$ cat src/rtl/mem_arbiter_pkg.sv
// rtl/mem_arbiter_pkg.sv - shared constants and types for the memory arbiter
// Requester indices, requester count, sign/size encoding and counter width.
package mem_arbiter_pkg;

  localparam int NumReq     = 3;
  localparam int ReqFetch   = 0;
  localparam int ReqLsu     = 1;
  localparam int ReqDebug   = 2;

  // sign_size = {unsigned, size[1:0]}
  localparam int SignSizeW  = 3;
  localparam int StarveCntW = 4;

  typedef enum logic [1:0] {
    SizeByte = 2'd0,
    SizeHalf = 2'd1,
    SizeWord = 2'd2
  } size_e;

endpackage

$ cat src/rtl/mem_arbiter_prio.sv
// rtl/mem_arbiter_prio.sv - combinational fixed-priority picker with fetch boost
// Ports:
//   valid - per-requester request (fetch, lsu, debug)
//   boost - promote fetch above load/store
//   grant - one-hot winner, all-zero when nothing is valid
module mem_arbiter_prio
  import mem_arbiter_pkg::*;
(
  input  logic [NumReq-1:0] valid,
  input  logic              boost,
  output logic [NumReq-1:0] grant
);

  // Debug always wins; boost only swaps the order of fetch and load/store.
  always_comb begin
    grant = '0;
    if (valid[ReqDebug]) begin
      grant[ReqDebug] = 1'b1;
    end else if (boost && valid[ReqFetch]) begin
      grant[ReqFetch] = 1'b1;
    end else if (valid[ReqLsu]) begin
      grant[ReqLsu] = 1'b1;
    end else if (valid[ReqFetch]) begin
      grant[ReqFetch] = 1'b1;
    end
  end

endmodule

$ cat src/rtl/mem_arbiter.sv
// rtl/mem_arbiter.sv - three-requester memory arbiter with fetch starvation boost
// Ports:
//   clk, rst                        - clock, synchronous active-high reset
//   req_valid/write/addr/sign_size/wdata, req_ready - requester side (0 fetch, 1 lsu, 2 debug)
//   rsp_valid/data/malign/fault     - response, one cycle after acceptance
//   mem_address/sign_size/rd/wr/data_in - request towards the memory interface
//   mem_complete/data_out/malign/fault  - status and read data from the memory interface
module mem_arbiter
  import mem_arbiter_pkg::*;
#(
  parameter int AddrWidth   = 32,
  parameter int DataWidth   = 32,
  parameter int StarveLimit = 4
) (
  input  logic                           clk,
  input  logic                           rst,
  input  logic [NumReq-1:0]              req_valid,
  input  logic [NumReq-1:0]              req_write,
  input  logic [NumReq*AddrWidth-1:0]    req_addr,
  input  logic [NumReq*SignSizeW-1:0]    req_sign_size,
  input  logic [NumReq*DataWidth-1:0]    req_wdata,
  output logic [NumReq-1:0]              req_ready,
  output logic [NumReq-1:0]              rsp_valid,
  output logic [DataWidth-1:0]           rsp_data,
  output logic                           rsp_malign,
  output logic                           rsp_fault,
  output logic [AddrWidth-1:0]           mem_address,
  output logic [SignSizeW-1:0]           mem_sign_size,
  output logic                           mem_rd,
  output logic                           mem_wr,
  output logic [DataWidth-1:0]           mem_data_in,
  input  logic                           mem_complete,
  input  logic [DataWidth-1:0]           mem_data_out,
  input  logic                           mem_malign,
  input  logic                           mem_fault
);

  localparam logic [StarveCntW-1:0] StarveMax = StarveCntW'(StarveLimit);

  logic [NumReq-1:0]     grant;
  logic                  boost;
  logic                  sel_write;
  logic                  rsp_unsigned;

  logic [NumReq-1:0]     rsp_owner_q, rsp_owner_d;
  logic [SignSizeW-1:0]  rsp_sign_size_q, rsp_sign_size_d;
  logic [StarveCntW-1:0] starve_cnt_q, starve_cnt_d;

  assign boost = (starve_cnt_q == StarveMax);

  mem_arbiter_prio u_prio (
    .valid (req_valid),
    .boost (boost),
    .grant (grant)
  );

  // Route the winner onto the memory request; everything idles at zero
  // when nobody is granted.
  always_comb begin
    mem_address   = '0;
    mem_sign_size = '0;
    mem_data_in   = '0;
    sel_write     = 1'b0;
    for (int i = 0; i < NumReq; i++) begin
      if (grant[i]) begin
        mem_address   = req_addr[i*AddrWidth +: AddrWidth];
        mem_sign_size = req_sign_size[i*SignSizeW +: SignSizeW];
        mem_data_in   = req_wdata[i*DataWidth +: DataWidth];
        sel_write     = req_write[i];
      end
    end
    mem_rd    = (|grant) && !sel_write && !rst;
    mem_wr    = (|grant) &&  sel_write && !rst;
    // A stalled memory holds the request; arbitration re-runs next cycle.
    req_ready = rst ? '0 : (grant & {NumReq{mem_complete}});
  end

  always_comb begin
    rsp_owner_d     = req_ready;
    rsp_sign_size_d = mem_sign_size;
    starve_cnt_d    = starve_cnt_q;
    if (!req_valid[ReqFetch] || req_ready[ReqFetch]) begin
      starve_cnt_d = '0;
    end else if (starve_cnt_q != StarveMax) begin
      starve_cnt_d = starve_cnt_q + StarveCntW'(1);
    end
  end

  always_ff @(posedge clk) begin
    if (rst) begin
      rsp_owner_q     <= '0;
      rsp_sign_size_q <= '0;
      starve_cnt_q    <= '0;
    end else begin
      rsp_owner_q     <= rsp_owner_d;
      rsp_sign_size_q <= rsp_sign_size_d;
      starve_cnt_q    <= starve_cnt_d;
    end
  end

  // Masking with rst drops a response whose acceptance happened in the
  // cycle just before reset asserted.
  assign rsp_unsigned = rsp_sign_size_q[2];

  always_comb begin
    rsp_valid  = rst ? '0 : rsp_owner_q;
    rsp_malign = mem_malign;
    rsp_fault  = mem_fault;
    rsp_data   = mem_data_out;
    case (size_e'(rsp_sign_size_q[1:0]))
      SizeByte: rsp_data = {{(DataWidth-8){!rsp_unsigned && mem_data_out[7]}},
                            mem_data_out[7:0]};
      SizeHalf: rsp_data = {{(DataWidth-16){!rsp_unsigned && mem_data_out[15]}},
                            mem_data_out[15:0]};
      SizeWord: rsp_data = mem_data_out;
      default:  rsp_data = mem_data_out;
    endcase
  end

endmodule

$ cat config.mk
export PLATFORM = sky130hd
export DESIGN_NAME = mem_arbiter
export DESIGN_NICKNAME = d
export VERILOG_FILES = /design/src/rtl/mem_arbiter_pkg.sv /design/src/rtl/mem_arbiter_prio.sv /design/src/rtl/mem_arbiter.sv
export SDC_FILE = /design/constraint.sdc
export NUM_CORES = 1
export LEC_CHECK = 0
export ABC_AREA = 1
export ABC_CLOCK_PERIOD_IN_PS = 2400
export BUFFER_PORTS_ARGS = -buffer_cell sky130_fd_sc_hd__buf_2
export CORE_AREA = 2 2 137 139
export CTS_CLUSTER_SIZE = 10
export DETAILED_ROUTE_END_ITERATION = 16
export DIE_AREA = 0 0 139 141
export PLACE_DENSITY_LB_ADDON = 0.15
export SYNTH_ARGS = -nofsm -noshare
export SYNTH_HDL_FRONTEND = slang
export SYNTH_SLANG_ARGS = --single-unit
export TNS_END_PERCENT = 1
$ cat constraint.sdc
create_clock -name clk -period 2.4 [get_ports clk]
set_clock_uncertainty 0.15 [all_clocks]
set_input_delay 0.48 -clock clk [delete_from_list [all_inputs] [get_ports clk]]
set_output_delay 0.48 -clock clk [all_outputs]
set_load 0.02 [all_outputs]
==> results of run 1 <==
[tightest hold or removal path: stages (launching register included)]
cell and delay [ps]:
dfxtp_2 320, nand4_1 80, a21oi_1 60
[registers in the layout (all words and copies together) (netlist names)]
| name | count |
|---|---|
| rsp_owner_q | 3 |
| starve_cnt_q | 4 |
| rsp_sign_size_q | 3 |
[final cells by class]
class	instances	area, um2	share of cell area, %
multi-input combinational	367	1930	39.1
sequential	10	203	4.11
inverter	16	65.1	1.32
timing repair buffer	356	2370	48.0
clock buffer	3	75.1	1.52
tap	234	293	5.94
[final timing paths]
| kind | from | to | slack [ps] | depth (start not counted) |
|---|---|---|---|---|
| worst max-delay path | starve_cnt_q[1]$_SDFFE_PP0P_ | mem_address[16] | 60 | 10 |
| worst max register to register | starve_cnt_q[1]$_SDFFE_PP0P_ | rsp_sign_size_q[0]$_SDFF_PP0_ | 800 | 9 |
| worst min register to register | starve_cnt_q[1]$_SDFFE_PP0P_ | starve_cnt_q[1]$_SDFFE_PP0P_ | 360 | 2 |
| worst min-delay path | starve_cnt_q[1]$_SDFFE_PP0P_ | starve_cnt_q[1]$_SDFFE_PP0P_ | 360 | 2 |
[stage by stage]
stage,cells,setup WS (ps)
after global routing,986,-52.7
final,986,63.5
after CTS,985,-40.6
after detailed placement,977,90.9
after global placement,977,107
after floorplan,429,300
[layer usage]
metal / vias to the layer above / part of all wire [%] / track usage (%)
met1: 1701 / 38 / 13.6
li1: 1984 / - / -
met2: 199 / 53 / 23.6
met4: 2 / 1.9 / 2.66
met3: 20 / 7.0 / 2.14
met5: - / 0.082 / 0
[repair_timing]
action,in CTS,in global routing
endpoints found under the setup margin,66,66
resized for setup,68,143
pin swaps,2,4
buffers inserted,3,2
cloned,2,1
[power by group through the flow]
| stage | sequential (W) | combinational, W | clock [W] |
|---|---|---|---|
| 2_1_floorplan | 0.000179 | 0.000493 | 0 |
| 3_3_place_gp | 0.000180 | 0.000883 | 0 |
| 3_5_place_dp | 0.000180 | 0.000872 | 0 |
| 4_1_cts | 0.000178 | 0.000963 | 0.000297 |
| 5_1_grt | 0.000178 | 0.00116 | 0.000306 |
| 6_report | 0.000178 | 0.00108 | 0.000289 |
[logic make-up after synthesis]
logic type	count (synthesis)	share of synthesized area, %
AND/OR/NAND/NOR	353	69.1
buffers and inverters	52	16.2
AO/OA/AOI/OAI	11	3.74
flip-flops	10	9.35
adder cells (fa/ha/maj)	2	1.17
XOR/XNOR	1	0.409
[cells in the final DEF, fill, tap and decap left out, drive strengths merged]
master	netlist	final
o21ai	3	3
nand3	72	72
nand2	259	259
nor2	14	14
xnor2	1	1
clkbuf	8	4
o31ai	1	1
a41oi	1	1
dfxtp	10	10
clkinv	1	1
inv	15	15
nor3	2	2
nand4	4	4
a21oi	6	6
ha	2	2
or2	2	2
buf	28	355
==> impl_metrics.env, run 1 <==
export IMPL_worstPathArrival_ps=1710
export IMPL_yosysTopAreaCell="nand2_1"
export IMPL_synth_area_um2=2140
export IMPL_slew_viol_final=0
export IMPL_io_buffers=334
export IMPL_dieArea_um2=19600
export IMPL_grt_ovfl_total=0
export IMPL_whs_ps=359
export IMPL_rsz0062_at_grt="true"
export IMPL_hp_class="reg2reg"
export IMPL_area_growth_pct=130
export IMPL_setup_viol=0
export IMPL_grt_max_degree=57
export IMPL_yosys_warnings=0
export IMPL_critPathMaxStageDelay_ps=330
export IMPL_yosysMostFrequentCell="nand2_1"
export IMPL_power_w=0.00154
export IMPL_synthTopCellsByArea="nand2_1 43%, nand3_1 17%, dfxtp_1 9.4%"
export IMPL_die_x_um=139
export IMPL_max_clock_path_buffers=2
export IMPL_wl_per_cell_um=13.6
export IMPL_start_kind="register"
export IMPL_crit_required_ps=1770
export IMPL_path_clk_slew_ps=40
export IMPL_path_common_cell="buf_12"
export IMPL_totalWireLength_mm=13.4
export IMPL_initial_core_util_pct=11.7
export IMPL_ant_nets=0
export IMPL_gp_congestion=0.759
export IMPL_async_flop_share_pct=0
export IMPL_viasPerCell=3.96
export IMPL_worstMarginPinSlew_ps=401
export IMPL_cp_slowest_cell="dfxtp_2"
export IMPL_yosys_top_cells_count="247 x nand2_1, 71 x nand3_1, 15 x inv_1, 14 x buf_6, 12 x nand2_2"
export IMPL_critPathMaxFanout=18
export IMPL_coreArea_um2=18300
export IMPL_combPwrFrac_pct=69.8
export IMPL_p_switching_w=0.000647
export IMPL_yosysSeqAreaShare_pct=9.35
export IMPL_cts_tree="yes"
export IMPL_place_hpwl_mm=10.4
export IMPL_drt_iter0_markers=120
export IMPL_period_needed_ps=2340
export IMPL_peakVddDrop_mv=0.166
export IMPL_fin_tns_setup_ps=0
export IMPL_cp_end_kind="output pin"
export IMPL_clock_sinks=10
export IMPL_synthFlopType="dfxtp_1"
export IMPL_row_count=50
export IMPL_n_fill_cell=2069
export IMPL_ctsHoldBuffers=0
export IMPL_clock_power_share_pct=18.7
export IMPL_yosysTopAreaCellShare_pct=43.3
export IMPL_cts_root_buf="clkbuf_16"
export IMPL_status="finished, final reports clean"
export IMPL_timing_critical_path_buf_inv=4
export IMPL_htree_levels=1
export IMPL_seqPwrFrac_pct=11.5
export IMPL_num_antenna_cells=0
export IMPL_post_route_util_pct=27.0
export IMPL_final_layout_size_suffix_gt1_share_pct=60.5
export IMPL_synth_distinct_cells=26
export IMPL_grt_pass1_vias=3768
export IMPL_place_area_um2=4010
export IMPL_p_per_area_nw_per_um2=313
export IMPL_avgSynthCellArea_um2=4.99
export IMPL_ios=353
export IMPL_grt_usage_pct=12.1
export IMPL_max_freq_mhz=428
export IMPL_critical_path_top_delay_family="buffers and inverters"
export IMPL_cts_buffers=3
export IMPL_fin_area_um2=4930
export IMPL_grt_pass1_wl_mm=19.4
export IMPL_relSlewSlack_pct=73.1
export IMPL_synth_nets=675
export IMPL_criticalPathCategory="reg2out"
export IMPL_p_leak_nw=2.86
export IMPL_final_nets=1000
export IMPL_finalCritPeriodShare_pct=97.4
export IMPL_synth_cells=429
export IMPL_antenna_found_initial=1
export IMPL_drc_errors=0
export IMPL_crit_chain="inv_2 -> ha_4 -> nand4_1 -> nand2_2 -> nor2_4 -> buf_12 -> buf_12 -> nand2_1 -> nand3_1 -> buf_6"
export IMPL_drt_first_pass_iters=4
export IMPL_synth_ff_latch_count=10
export IMPL_switching_share_pct=41.9
export IMPL_vias=3906
export IMPL_cap_violations=0
export IMPL_hold_violations=0
export IMPL_synth_edf_count=0
export IMPL_clkLatencyLatePin_ps=230
export IMPL_internal_power_w=0.000896
export IMPL_die_y_um=141
(Power assumes the default switching activity.)
==> inputs of run 2 (changes only) <==
==> constraint.sdc (replaced) <==
create_clock -name clk -period 2.4 [get_ports clk]
set_clock_uncertainty 0.15 [all_clocks]
set_input_delay 0.12 -clock clk [delete_from_list [all_inputs] [get_ports clk]]
set_output_delay 0.12 -clock clk [all_outputs]
set_load 0.02 [all_outputs]
==> run 2 against run 1 <==
Compared with the run above: worst setup slack improved by 120 ps; first-iteration DRC count is 12% higher; sequential share of layout area increased by 0.76 points; cell area is 17% lower; largest power group unchanged.
==> impl_metrics.env, run 2 (same netlist as run 1, synthesis figures left out) <==
export IMPL_status="finished, final reports clean"
export IMPL_place_hpwl_mm=10.2
export IMPL_multi_input_area_um2=1600
export IMPL_gp_congestion=0.765
export IMPL_p_per_area_nw_per_um2=333
export IMPL_io_buffers=334
export IMPL_max_freq_mhz=452
export IMPL_final_layout_size_suffix_gt1_share_pct=49.7
export IMPL_holdPathEnd="rsp_sign_size_q[0]$_SDFF_PP0_"
export IMPL_final_cell_mix="334 x buf_2, 246 x nand2_1, 71 x nand3_1, 15 x inv_1, 13 x nand2_2"
export IMPL_clkLatencyLatePin_ps=240
export IMPL_relSlewSlack_pct=76.9
export IMPL_die_x_um=139
export IMPL_r2r_end="rsp_sign_size_q[0]$_SDFF_PP0_"
export IMPL_drt_first_pass_iters=6
export IMPL_slew_viol_final=0
export IMPL_cap_violations=0
export IMPL_cts_buffers=3
export IMPL_criticalPathCategory="reg2out"
export IMPL_path_common_cell="nand2_2"
export IMPL_hold_depth=3
export IMPL_finalCritPeriodShare_pct=92.3
export IMPL_timing_critical_path_buf_inv=4
export IMPL_dieArea_um2=19600
export IMPL_crit_required_ps=2130
export IMPL_fin_area_um2=4110
export IMPL_layout_commonest_cell="buf_2"
export IMPL_reg2reg_setup_slack_ps=500
export IMPL_grt_usage_pct=11.3
export IMPL_wl_per_cell_um=12.8
export IMPL_worstHoldStart="req_sign_size[3]"
export IMPL_drc_errors=0
export IMPL_grt_max_degree=64
export IMPL_grt_ovfl_total=0
export IMPL_start_kind="register"
export IMPL_setup_viol=0
export IMPL_largest_reg_flops=4
export IMPL_cp_slowest_cell="dfxtp_1"
export IMPL_critical_path_top_delay_family="simple AND/OR/NAND/NOR gates"
export IMPL_place_area_um2=3930
export IMPL_cp_end_kind="output pin"
export IMPL_row_count=50
export IMPL_ios=353
export IMPL_ff2ff_path_depth=9
export IMPL_cts_tree="yes"
export IMPL_die_y_um=141
export IMPL_clock_sinks=10
export IMPL_htree_levels=1
export IMPL_area_growth_pct=92.1
export IMPL_coreArea_um2=18300
export IMPL_hp_class="in2reg"
export IMPL_max_clock_path_buffers=2
export IMPL_grt_pass1_vias=3615
export IMPL_fin_tns_setup_ps=0
export IMPL_period_needed_ps=2210
export IMPL_p_leak_nw=2.45
export IMPL_path_clk_slew_ps=40
export IMPL_cts_root_buf="clkbuf_16"
export IMPL_worstMarginPinSlew_ps=346
export IMPL_rsz0062_at_grt="false"
export IMPL_worstPathArrival_ps=1940
export IMPL_regArea_um2=200
export IMPL_top_register="starve_cnt_q"
export IMPL_drt_iter0_markers=134
export IMPL_grt_pass1_wl_mm=18.3
export IMPL_viasPerCell=3.85
export IMPL_final_nets=989
export IMPL_reg2reg_from="starve_cnt_q[0]$_SDFFE_PP0P_"
export IMPL_crit_chain="inv_1 -> ha_1 -> nand3_2 -> nand2_2 -> nand2_2 -> clkinv_4 -> buf_12 -> nand2_1 -> nand3_1 -> buf_2"
export IMPL_ant_nets=0
export IMPL_hold_violations=0
export IMPL_num_antenna_cells=0
export IMPL_critPathMaxFanout=34
export IMPL_totalWireLength_mm=12.5
export IMPL_vias=3753
export IMPL_reg_largest_list="starve_cnt_q (4), rsp_owner_q (3), rsp_sign_size_q (3)"
export IMPL_peakVddDrop_mv=0.180
export IMPL_n_fill_cell=2166
export IMPL_initial_core_util_pct=11.7
export IMPL_antenna_found_initial=1
export IMPL_critPathMaxStageDelay_ps=320
[run 2: final cells by class]
| type | instances | area share [%] |
|---|---|---|
| Multi-Input combinational cell | 367 | 38.9 |
| Timing Repair Buffer | 345 | 45.3 |
| Clock buffer | 4 | 2.16 |
| Inverter | 16 | 1.58 |
| Sequential cell | 10 | 4.87 |
| Tap cell | 234 | 7.12 |
[run 2: routing by layer]
metal	vias to the layer above	part of all wire, %	global-route usage [%]
met5	-	0.10	0
met4	2	1.3	1.86
met3	14	7.2	2.04
met2	194	54	23.3
met1	1578	38	12.0
li1	1965	-	-
[run 2: how the worst max path moves through the flow]
| stage | startpoint | to | cells past startpoint |
|---|---|---|---|
| 5_1_grt | starve_cnt_q[0]$_SDFFE_PP0P_ | mem_data_in[2] | 10 |
| 3_5_place_dp | starve_cnt_q[0]$_SDFFE_PP0P_ | mem_sign_size[1] | 9 |
| 4_1_cts | starve_cnt_q[0]$_SDFFE_PP0P_ | mem_sign_size[1] | 9 |
| 3_3_place_gp | starve_cnt_q[0]$_SDFFE_PP0P_ | mem_sign_size[1] | 9 |
| 2_1_floorplan | starve_cnt_q[0]$_SDFFE_PP0P_ | mem_address[0] | 9 |
| 6_report | starve_cnt_q[0]$_SDFFE_PP0P_ | mem_data_in[12] | 10 |
[run 2: where the power goes]
group	switching, W	internal (W)	leakage [nW]
logic	0.000510	0.000355	2.32
registers	0.00000371	0.000173	0.0818
clock network	0.0000774	0.000251	0.0442
total	0.000591	0.000779	2.45
[run 2: worst min-delay path: stages]
cell     delay, ps
buf_2           90
nand2_1         70
a21oi_1         90
[run 2: through the flow]
step	hold WS (ps)	util, %	power (W)	worst slack (ps)	instances
final	48.8	22.5	0.00137	186	976
after global routing	46.7	22.5	0.00147	22.2	976
after CTS	45.9	22.0	0.00138	33.6	972
after detailed placement	90.1	21.5	0.00104	296	968
after global placement	90.1	21.5	0.00105	311	968
after floorplan	139	-	0.000672	660	429
[run 2: repair_timing]
item | 4_1_cts | 5_1_grt
resized for setup | 0 | 4
hold buffers | 0 | 0
endpoints found under the hold margin | 0 | 0
setup buffers | 0 | 2
setup endpoints to repair | 0 | 30
